## src/rtl/regfile_pkg.sv

```systemverilog
// Shared types for the 32x32 register array, its write-side sequencer and
// the issue logic.
package regfile_pkg;

  localparam int XLEN       = 32;
  localparam int SELECT_LEN = 5;
  localparam int NUM_REGS   = 32;

  typedef struct packed {
    logic [SELECT_LEN-1:0] rd;
    logic [XLEN-1:0]       value;
  } wb_entry_t;

  // One-hot register decode, used to build pending-write masks.
  function automatic logic [NUM_REGS-1:0] rd_onehot(input logic [SELECT_LEN-1:0] rd);
    logic [NUM_REGS-1:0] m;
    m     = '0;
    m[rd] = 1'b1;
    return m;
  endfunction

endpackage

```

## src/rtl/wb_fifo.sv

```systemverilog
// Small writeback FIFO. Entries are exposed oldest-first together with
// their valid bits, so the mask and bypass logic can scan them in age order.
module wb_fifo
  import regfile_pkg::*;
#(
  parameter int  DEPTH = 4,
  localparam int PW    = $clog2(DEPTH),
  localparam int CW    = $clog2(DEPTH) + 1
) (
  input  logic             clk,
  input  logic             reset,
  input  logic             push,
  input  logic             pop,
  input  wb_entry_t        push_entry,
  output logic             full,
  output logic             empty,
  output logic [CW-1:0]    count,
  output wb_entry_t        entries [DEPTH],
  output logic [DEPTH-1:0] entry_valid
);

  wb_entry_t     mem [DEPTH];
  logic [PW-1:0] wr_ptr;
  logic [PW-1:0] rd_ptr;
  logic          do_push;
  logic          do_pop;

  assign full    = (count == CW'(DEPTH));
  assign empty   = (count == '0);
  assign do_push = push && !full;
  assign do_pop  = pop && !empty;

  // Pointer and count bookkeeping; pointers wrap naturally at DEPTH.
  always_ff @(posedge clk or posedge reset) begin
    if (reset) begin
      wr_ptr <= '0;
      rd_ptr <= '0;
      count  <= '0;
    end else begin
      if (do_push) wr_ptr <= wr_ptr + 1'b1;
      if (do_pop)  rd_ptr <= rd_ptr + 1'b1;
      count <= count + CW'(do_push) - CW'(do_pop);
    end
  end

  // Storage needs no reset: contents are only trusted under entry_valid.
  always_ff @(posedge clk) begin
    if (do_push) mem[wr_ptr] <= push_entry;
  end

  // Rotate storage into age order: index 0 is the head.
  for (genvar k = 0; k < DEPTH; k++) begin : g_view
    assign entries[k]     = mem[rd_ptr + PW'(k)];
    assign entry_valid[k] = (count > CW'(k));
  end

endmodule

```

## src/rtl/writeback_sequencer.sv

```systemverilog
// Write-side master for the 32x32 register array. Buffers writeback
// results, issues one array write per cycle through a registered output
// stage and publishes a pending-write mask for RAW hazard stalls.
// Optional feature macro: WB_BYPASS_EN adds the fwd_* lookup ports.
module writeback_sequencer
  import regfile_pkg::*;
#(
  parameter int  DEPTH = 4,
  localparam int CW    = $clog2(DEPTH) + 1
) (
  input  logic                  clk,
  input  logic                  reset,
  input  logic                  wb_valid,
  output logic                  wb_ready,
  input  logic [SELECT_LEN-1:0] wb_rd,
  input  logic [XLEN-1:0]       wb_value,
  output logic                  rf_enable_n,
  output logic [SELECT_LEN-1:0] rf_store,
  output logic [XLEN-1:0]       rf_store_value,
  output logic [NUM_REGS-1:0]   pending_mask,
  output logic [CW-1:0]         occupancy
`ifdef WB_BYPASS_EN
  ,
  input  logic [SELECT_LEN-1:0] fwd_rs,
  output logic                  fwd_hit,
  output logic [XLEN-1:0]       fwd_value
`endif
);

  wb_entry_t        fifo_entries [DEPTH];
  logic [DEPTH-1:0] fifo_valid;
  logic             fifo_full;
  logic             fifo_empty;
  logic             push;
  logic             pop;
  wb_entry_t        push_entry;
  logic             stage_valid;

  assign wb_ready   = !fifo_full && !reset;
  // Writes to R0 complete the handshake but are dropped here.
  assign push       = wb_valid && wb_ready && (wb_rd != '0);
  assign pop        = !fifo_empty;
  assign push_entry = '{rd: wb_rd, value: wb_value};
  // R0 is never enqueued, so a non-zero select doubles as the stage valid.
  assign stage_valid = (rf_store != '0);

  wb_fifo #(.DEPTH(DEPTH)) u_fifo (
    .clk         (clk),
    .reset       (reset),
    .push        (push),
    .pop         (pop),
    .push_entry  (push_entry),
    .full        (fifo_full),
    .empty       (fifo_empty),
    .count       (occupancy),
    .entries     (fifo_entries),
    .entry_valid (fifo_valid)
  );

  // Output stage: take the FIFO head every cycle, else idle on R0 keeping the data.
  always_ff @(posedge clk or posedge reset) begin
    if (reset) begin
      rf_enable_n    <= 1'b1;
      rf_store       <= '0;
      rf_store_value <= '0;
    end else begin
      rf_enable_n <= 1'b0;
      if (!fifo_empty) begin
        rf_store       <= fifo_entries[0].rd;
        rf_store_value <= fifo_entries[0].value;
      end else begin
        rf_store <= '0;
      end
    end
  end

  // Pending mask: every register with a buffered or in-flight write.
  always_comb begin
    pending_mask = '0;
    if (stage_valid) pending_mask = pending_mask | rd_onehot(rf_store);
    for (int k = 0; k < DEPTH; k++) begin
      if (fifo_valid[k]) pending_mask = pending_mask | rd_onehot(fifo_entries[k].rd);
    end
    pending_mask[0] = 1'b0;
  end

`ifdef WB_BYPASS_EN
  // Bypass lookup: scan oldest to youngest so the youngest match wins.
  always_comb begin
    fwd_hit   = 1'b0;
    fwd_value = '0;
    if (fwd_rs != '0) begin
      if (stage_valid && (rf_store == fwd_rs)) begin
        fwd_hit   = 1'b1;
        fwd_value = rf_store_value;
      end
      for (int k = 0; k < DEPTH; k++) begin
        if (fifo_valid[k] && (fifo_entries[k].rd == fwd_rs)) begin
          fwd_hit   = 1'b1;
          fwd_value = fifo_entries[k].value;
        end
      end
    end
  end
`endif

endmodule

```

## config.mk

```make
export PLATFORM = sky130hd
export DESIGN_NAME = writeback_sequencer
export DESIGN_NICKNAME = d
export VERILOG_FILES = /design/src/rtl/regfile_pkg.sv /design/src/rtl/wb_fifo.sv /design/src/rtl/writeback_sequencer.sv
export SDC_FILE = /design/constraint.sdc
export NUM_CORES = 1
export LEC_CHECK = 0
export CORE_MARGIN = 5
export CORE_UTILIZATION = 45
export CTS_CLUSTER_SIZE = 14
export DETAILED_ROUTE_END_ITERATION = 10
export DONT_BUFFER_PORTS = 1
export PLACE_DENSITY = 0.62
export SKIP_CTS_REPAIR_TIMING = 1
export SLEW_MARGIN = 40
export SYNTH_ARGS = -nofsm -noshare
export SYNTH_HDL_FRONTEND = slang
export SYNTH_SLANG_ARGS = --single-unit
```

## constraint.sdc

```tcl
create_clock -name clk -period 3.1 [get_ports clk]
set_clock_uncertainty 0.2 [all_clocks]
set_input_delay 0.465 -clock clk [delete_from_list [all_inputs] [get_ports clk]]
set_output_delay 0.465 -clock clk [all_outputs]
set_load 0.05 [all_outputs]
```

# Word level (Yosys, flattened, before mapping)
# Memories as Yosys holds them, arrays and structs flattened.
# Index checks and enable logic that the tools add are counted.
# W data, S select, Z words.
# classes
bitwise_logic	4
n_reduce_logical	15
eq_ne	1
magnitude_cmp	14
muxes	18
addsub	6
# op_table
cell	count
$mux W32	5
$or A32 B32 Y32	4
$lt A5 B6 Y1 const B	5
$demux W1 S5	5
$ge A5 B1 Y1 const B	5
$reduce_bool A5 Y1	2
$logic_and A1 B1 Y1	9
$mux W1	7
$gt A3 B1 Y1 const B	2
$gt A3 B2 Y1 const B	2
$mux W5	1
$add A2 B1 Y2 const B	2
$add A2 B2 Y2 const B	2
$add A3 B1 Y3	1
$eq A3 B3 Y1 const B	1
$logic_not A1 Y1	3
$logic_not A3 Y1	1
$sub A3 B1 Y3	1
# totals
in_bits	40
mem_count	1
output_inout_bits	74
mem_bits_rw	148
reg_bits	45
# memory_table
name	depth	word_bits	read_ports	rd_ports_with_merged_regs	wr	line	rtl
u_fifo.mem	4	37	4	0	1	wb_fifo.sv:22	wb_entry_t mem [DEPTH];

# Logic depth before layout (Yosys ltp)
# Gate-level depths: netlist (run 1).
# logic_depth
ltp_word	13
mapped_depth	8
depth_no_buf	7

# By module
# Synthesis (run 1) repeated with hierarchy kept, for this count alone.
# unflattened
hier_cells	676
hier_area_um2	11307.1
# by_module_without_submodules
mod	area_per_inst_um2	n_inst	cells_per_inst
wb_fifo	8548.2	1	382
writeback_sequencer	2758.9	1	294

# Worst setup path before layout (run 1)
# No wires, ideal clock.
# synth_timing
path_type	register to register
start	register u_fifo.count[1]
end	memory u_fifo.mem[0][0] in the netlist's numbering (enable)
t_required_ns	2.502
setup_time_ns	0.398
stages_incl_launch_ff	5
n_path_buf	0
t_arrival_ns	3.244
slack_ns	-0.741
path_cell_list	dfrtp_1 > inv_1 > a31oi_1 > o311a_1 > and2_1
# synth_via
elab_chain_cells	8
# synth_lines
item	line	rtl
from (decl)	wb_fifo.sv:17	output logic [CW-1:0] count,
from (signal assigned)	wb_fifo.sv:42	count <= count + CW'(do_push) - CW'(do_pop);
$eq A3 B3 Y1	wb_fifo.sv:28	assign full = (count == CW'(DEPTH));
$logic_not A1 Y1	writeback_sequencer.sv:39	assign wb_ready = !fifo_full && !reset;
$logic_and A1 B1 Y1	writeback_sequencer.sv:39	
named net wb_ready	writeback_sequencer.sv:14	output logic wb_ready,
$logic_and A1 B1 Y1 (2 in series)	writeback_sequencer.sv:41	assign push = wb_valid && wb_ready && (wb_rd != '0);
$logic_and A1 B1 Y1	wb_fifo.sv:30	assign do_push = push && !full;
named net u_fifo.do_push	wb_fifo.sv:25	logic do_push;
$mux W1	wb_fifo.sv:48	if (do_push) mem[wr_ptr] <= push_entry;
$mux W1 (not written as such)	wb_fifo.sv:48	
to (decl)	wb_fifo.sv:22	
# The timed path passes the listed nets, and every way through them passes these cells.

# Worst setup path after layout (run 1)
# layout_timing
start	register u_fifo.rd_ptr[0]
end	output port pending_mask[8]
# layout_via
elab_chain_cells	13
word_cells_on_any_way	32
cone_classes	3 x add/sub; 8 x order compare; 12 x mux; 4 x bitwise; 4 x reduce/logical; 1 x memory
# layout_lines
item	line	rtl
from (decl)	wb_fifo.sv:24	logic [PW-1:0] rd_ptr;
from (signal assigned)	wb_fifo.sv:41	if (do_pop) rd_ptr <= rd_ptr + 1'b1;
$mem_v2 Z4 W37 (*)	--	
$lt A5 B6 Y1 (not written as such) or $ge A5 B1 Y1 (tied branches)	regfile_pkg.sv:18	m[rd] = 1'b1;
$logic_and A1 B1 Y1 (not written as such)	regfile_pkg.sv:18	
$mux W1 (not written as such)	regfile_pkg.sv:18	
$demux W1 S5	regfile_pkg.sv:18	
$or A32 B32 Y32	writeback_sequencer.sv:82	if (fifo_valid[k]) pending_mask = pending_mask | rd_onehot(fifo_entries[k].rd);
$mux W32	writeback_sequencer.sv:82	
$or A32 B32 Y32	writeback_sequencer.sv:82	
$mux W32	writeback_sequencer.sv:82	
$or A32 B32 Y32	writeback_sequencer.sv:82	
$mux W32	writeback_sequencer.sv:82	
$or A32 B32 Y32	writeback_sequencer.sv:82	
$mux W32 (*)	writeback_sequencer.sv:82	
to (decl)	writeback_sequencer.sv:20	output logic [NUM_REGS-1:0] pending_mask,
# Every way passes the cells marked *; elsewhere a longest branch is shown, timed or not.

==> qor.csv, run 1 <==
stage,metric,value,unit
status,outcome,finished with violations,
status,failing checks,setup timing,
routing,Routed WL per cell,23.3,microns
timing,slew margin rel.,52.9,%
grt,vias in the first global route,6164,
grt,first-pass GRT wire length,36900,microns
logic_synthesis,Post-synth top cells,"edfxtp_1, nand2_1, nand3_1",
placement,Place WS,-0.0317,ns
logic_synthesis,synthesized instance count,677,
routing,Routed Antenna Nets,0,
clocking,Longest Clk Path Bufs,2,
flow_run,Max Cap Viol,0,
clocking,cts bufs inserted,17,
timing,fmax,307,MHz
logic_synthesis,cell taking the most area after synthesis,edfxtp_1,
logic_synthesis,most common cell in the netlist,edfxtp_1,
final_layout,final instance area,0.0117,sq mm
timing,final worst-path cycle share,105,%
final_layout,multi-input combinational cell area,0.00357,sq mm
grt,met2 Use GR,35.3,%
floorplanning,I/O pin cnt,114,
grt,met1 track demand over resource,24.3,%
grt,met3 GRT Util,6.45,%
logic_synthesis,Async SR Flop Fraction,23.3,%
logic_synthesis,ys flop type,edfxtp_1,
placement,Detail Placement HPWL,16200,microns
logic_synthesis,Netlist cell types,42,
final_layout,layout cells sized above 1,30.9,%
floorplanning,Initial Util,45.5,%
final_layout,fillers,1563,
placement,GPL Wtd Cong,0.893,
logic_synthesis,synth warn,0,
clocking,Sink Count,193,
grt,Overall Global Routing Usage,20.3,%
worst_setup_path,Worst setup EP type,output port,
grt,antenna violations before repair,1,
timing,RSZ-0062 raised after global routing,yes,
routing,vias per std cell,5.92,
placement,"Cell Area, Placed",0.0102,sq mm
routing,Initial DRT Pass Iterations,5,
timing,Tmin final,3.26,ns
grt,total global routing overflow,0,
timing,final-report max-slew violation count,0,
clocking,Root Buffer,clkbuf_16,
clocking,insertion delay to the later sink of the worst-skew pair,0.43,ns
worst_setup_path,Setup crit start,u_fifo.rd_ptr[0],
clocking,H-Tree Depth,4,
floorplanning,Die Wd,153,microns
clocking,"Reg clk slew, reported paths",0.07,ns
logic_synthesis,Synth area leaders,"edfxtp_1, dfrtp_1, mux4_2",
logic_synthesis,register area share after synthesis,60.9,%
logic_synthesis,number of enable flip-flop cells after synthesis,148,
routing,final wirelength,24500,microns
clocking,CTS tree,done,
final_layout,register area,0.00558,sq mm
floorplanning,Die ar.,0.0233,sq mm
final_layout,synthesis-to-finish area growth,27.9,%
routing,drt drc,0,
worst_setup_path,CP Data Arrival Time,2.59,ns
worst_setup_path,CP Max Fanout,8,
worst_setup_path,Worst EP required,2.43,ns
timing,slew at the pin with the worst max-slew slack,0.705,ns
grt,busiest layer in global routing,met2,
logic_synthesis,post-synth design cell area,0.00914,sq mm
timing,final worst slack,-0.159,ns
floorplanning,Die Y,153,microns
hold_path,hold_sp,wb_valid,
logic_synthesis,synthesized flop and latch total,193,
worst_setup_path,FF-to-FF Start,u_fifo.count[2],
placement,input/output buffers,0,
routing,via count,6240,
timing,Final setup viols,30,
floorplanning,Core Area,0.0201,sq mm
worst_setup_path,Crit Path Class,reg -> out,
logic_synthesis,Avg Inst Size Synth,13.5,sq um
routing,Starting DRT DRC Count,571,
logic_synthesis,share of the synthesized area in the top cell type,48.6,%
hold_path,Hold Path Class,in -> reg,
final_layout,nets@finish,820,
floorplanning,# rows,52,
grt,largest net degree at the start of global routing,39,
timing,WHS,0.249,ns
worst_setup_path,crit start category,flip-flop,
timing,Fin. Hold Viols,0,
-- critical path, stage by stage, from the launching register on --
cell     delay, ns
dfrtp_4       0.50
buf_4         0.14
mux4_2        0.59
nor2b_4       0.40
a31oi_2       0.17
nand4_1       0.21
buf_12        0.17
-- sequential cells by signal, summed over array words and instances (netlist names) --
| name | cells |
|---|---|
| rf_enable_n | 1 |
| rf_store | 5 |
| rf_store_value | 32 |
| u_fifo.count | 3 |
| u_fifo.mem | 148 |
| u_fifo.rd_ptr | 2 |
| u_fifo.wr_ptr | 2 |
-- layer usage --
layer	share of wire, %	routed length [microns]	up-vias
met2	53	13000	321
met4	1.5	357	0
met3	8.0	1950	34
li1	-	-	2745
met5	0	0	-
met1	38	9240	3140
-- through the flow --
step	utilization [%]	setup TNS, ns	instances
global route	58.2	-5.60	1054
floorplan	-	0	678
finish	58.2	-2.45	1054
detailed placement	50.7	-0.0578	967
CTS	53.6	-11.93	999
global placement	50.7	-0.579	967
-- path summary, 6_finish.rpt --
path | endpoint | slack (ns) | depth (start not counted)
worst max-delay path | pending_mask[8] | -0.16 | 6
worst min-delay path | u_fifo.wr_ptr[0] | 0.25 | 2
worst max register to register | u_fifo.count[2] | 0.48 | 9
worst min register to register | u_fifo.wr_ptr[1] | 0.39 | 1
max in group asynchronous | rf_enable_n | 1.63 | 3
min in group asynchronous | u_fifo.count[2] | 0.42 | 2
-- kinds of logic (layout without fill, tap and decap cells) --
logic type               Yosys count  count (layout)  synth area share, %
XOR/XNOR                           4               4                0.383
other                              1               3               0.0410
buffers and inverters             68             173                 3.83
AND/OR/NAND/NOR                  312             312                 17.2
multiplexers                      53              53                 13.3
AO/OA/AOI/OAI                     36              36                 2.85
flip-flops                       193             193                 60.9
adder cells (fa/ha/maj)           10              10                 1.45
-- layout by cell type, fill, tap and decap left out, drive strengths merged, types with 9 or more instances in the layout --
cell         netlist  layout
edfxtp           148     148
nand2             98      98
nand3             94      94
buf               32      92
mux4              52      52
dfrtp             44      44
dlygate4sd3        0      38
nand4             31      31
nor2              31      31
a31oi             29      29
inv               11      20
clkbuf            25      17
nor2b             17      17
and2              17      17
ha                 9       9
nor3               9       9
-- final cells by class --
class | count | area share (%)
inverter | 11 | 0.353
timing repair buffer | 130 | 13.5
sequential | 193 | 47.7
clock buffer | 17 | 3.64
multi-input combinational | 417 | 30.5
clock inverter | 15 | 1.40
tap | 270 | 2.89
antenna | 1 | 0.0214
Power of run 1 is not shown: default switching activity piles up to over one toggle a cycle in this logic, so the estimate is an artifact.
==> inputs of run 2 (changes only) <==
- RECOVER_POWER: default -> 100
==> qor.csv, run 2 (synthesized netlist as in run 1, its figures left out) <==
stage,metric,value,unit,change
status,outcome,finished with violations,,
status,failing checks,setup timing,,
floorplanning,Initial Util,45.5,%,unchanged
worst_setup_path,Worst EP required,2.43,ns,about the same
routing,Routed WL per cell,23.2,microns,-0.29%
worst_setup_path,Buffers & Inverters on Critical Path,3,,+1
worst_setup_path,CP Max Fanout,8,,unchanged
worst_setup_path,Crit Path Class,reg -> out,,
routing,Routed Antenna Nets,0,,unchanged
final_layout,multi-input combinational cell area,0.00356,sq mm,-0.18%
final_layout,fillers,1573,,+0.64%
final_layout,nets@finish,820,,unchanged
placement,Detail Placement HPWL,16200,microns,unchanged
grt,largest net degree at the start of global routing,39,,unchanged
final_layout,synthesis-to-finish area growth,27.5,%,
floorplanning,# rows,52,,unchanged
grt,first-pass GRT wire length,36900,microns,unchanged
floorplanning,Die Wd,153,microns,unchanged
clocking,Longest Clk Path Bufs,2,,unchanged
timing,final-report max-slew violation count,0,,unchanged
timing,Final setup viols,31,,+3.3%
final_layout,Post-Route Utilization,58.0,%,-0.18 points
final_layout,"most common cell after layout, fill and taps aside",edfxtp_1,,
worst_setup_path,CP max stage cell,mux4_2,,
worst_setup_path,cell chain of the critical path,buf_6 > buf_6 > mux4_2 > nor2b_4 > nand3_1 > nand4_1 > buf_12,,
worst_setup_path,CP Data Arrival Time,2.60,ns,about the same
clocking,insertion delay to the later sink of the worst-skew pair,0.42,ns,about the same
worst_setup_path,Reg2Reg Setup Slack,0,ns,-0.48 ns
timing,slew at the pin with the worst max-slew slack,1.21,ns,+0.510 ns
timing,final worst slack,-0.162,ns,-0.00279 ns
routing,Starting DRT DRC Count,505,,-12%
final_layout,max reg flops,148,,unchanged
worst_setup_path,Top Family by Delay on Critical Path,simple AND/OR/NAND/NOR gates,,
floorplanning,I/O pin cnt,114,,unchanged
timing,fmax,307,MHz,about the same
final_layout,layout cells sized above 1,30.0,%,-0.89 points
routing,vias per std cell,5.89,,-0.43%
hold_path,Hold Path Class,in -> reg,,
floorplanning,Die ar.,0.0233,sq mm,unchanged
clocking,CTS tree,done,,
final_layout,largest reg by FF count,u_fifo.mem,,
floorplanning,Die Y,153,microns,unchanged
clocking,cts bufs inserted,17,,unchanged
routing,via count,6213,,-0.43%
clocking,Sink Count,193,,unchanged
timing,RSZ-0062 raised after global routing,yes,,
worst_setup_path,crit start category,flip-flop,,
final_layout,register area,0.00558,sq mm,unchanged
timing,slew margin rel.,18.9,%,-34 points
clocking,Root Buffer,clkbuf_16,,
timing,final worst-path cycle share,105,%,about the same
clocking,H-Tree Depth,4,,unchanged
grt,Overall Global Routing Usage,20.3,%,unchanged
grt,vias in the first global route,6164,,unchanged
final_layout,"commonest cells after routing, fill and taps aside","edfxtp_1, nand2_1, nand3_1",,
placement,GPL Wtd Cong,0.893,,unchanged
clocking,"Reg clk slew, reported paths",0.07,ns,about the same
final_layout,biggest regs,"u_fifo.mem: 148 flops, rf_store_value: 32 flops, rf_store: 5 flops",,
flow_run,Max Cap Viol,0,,unchanged
floorplanning,Core Area,0.0201,sq mm,unchanged
routing,Initial DRT Pass Iterations,7,,+2
worst_setup_path,Worst setup EP type,output port,,
grt,antenna violations before repair,1,,unchanged
worst_setup_path,CP dominant cell by count,buf_6,,
timing,Tmin final,3.26,ns,+0.00279 ns
worst_setup_path,CP max stage delay,0.60,ns,about the same
routing,final wirelength,24500,microns,-0.29%
placement,input/output buffers,0,,unchanged
timing,Fin. Hold Viols,0,,unchanged
routing,drt drc,0,,unchanged
grt,total global routing overflow,0,,unchanged
-- run 2: cell types whose count changed in the layout (fill, tap and decap cells not counted), sizes merged --
cell,change
buf,-5
clkbuf,+5
-- run 2: worst paths after layout --
kind | from | end | depth (start not counted)
max | u_fifo.rd_ptr[0] | pending_mask[25] | 7
min | wb_valid | u_fifo.wr_ptr[0] | 2
max reg2reg | u_fifo.count[2] | u_fifo.count[2] | 9
min reg2reg | u_fifo.wr_ptr[1] | u_fifo.wr_ptr[1] | 1
max in group asynchronous | reset | rf_store[3] | 3
min in group asynchronous | reset | u_fifo.count[2] | 2
-- run 2: final cells by class --
class                      count  share of cell area (%)
multi-input combinational    417                    30.6
sequential                   193                    47.9
antenna                        1                  0.0215
clock inverter                15                    1.41
inverter                      11                   0.354
clock buffer                  17                    3.65
tap                          270                    2.90
timing repair buffer         130                    13.3
-- run 2: per-layer routing --
metal / share of wire (%) / global-route usage, %
met1: 38 / 24.3
met2: 53 / 35.3
met3: 7.7 / 6.45
met4: 1.6 / 6.58
met5: 0 / 0
-- run 2: per-stage QoR --
stage / hold WS (ns) / std cells / setup TNS [ns] / instance area, sq um / setup slack (ns)
after CTS: -0.154 / 999 / -11.93 / 10800 / -0.492
after floorplan: 0.334 / 678 / 0 / 9160 / 0.0123
after detailed placement: 0.306 / 967 / -0.0578 / 10200 / -0.0317
after global routing: 0.271 / 1054 / -5.89 / 11700 / -0.242
final: 0.247 / 1054 / -2.29 / 11700 / -0.162
after global placement: 0.308 / 967 / -0.579 / 10200 / -0.149
Power of run 2 is left out for the same reason.
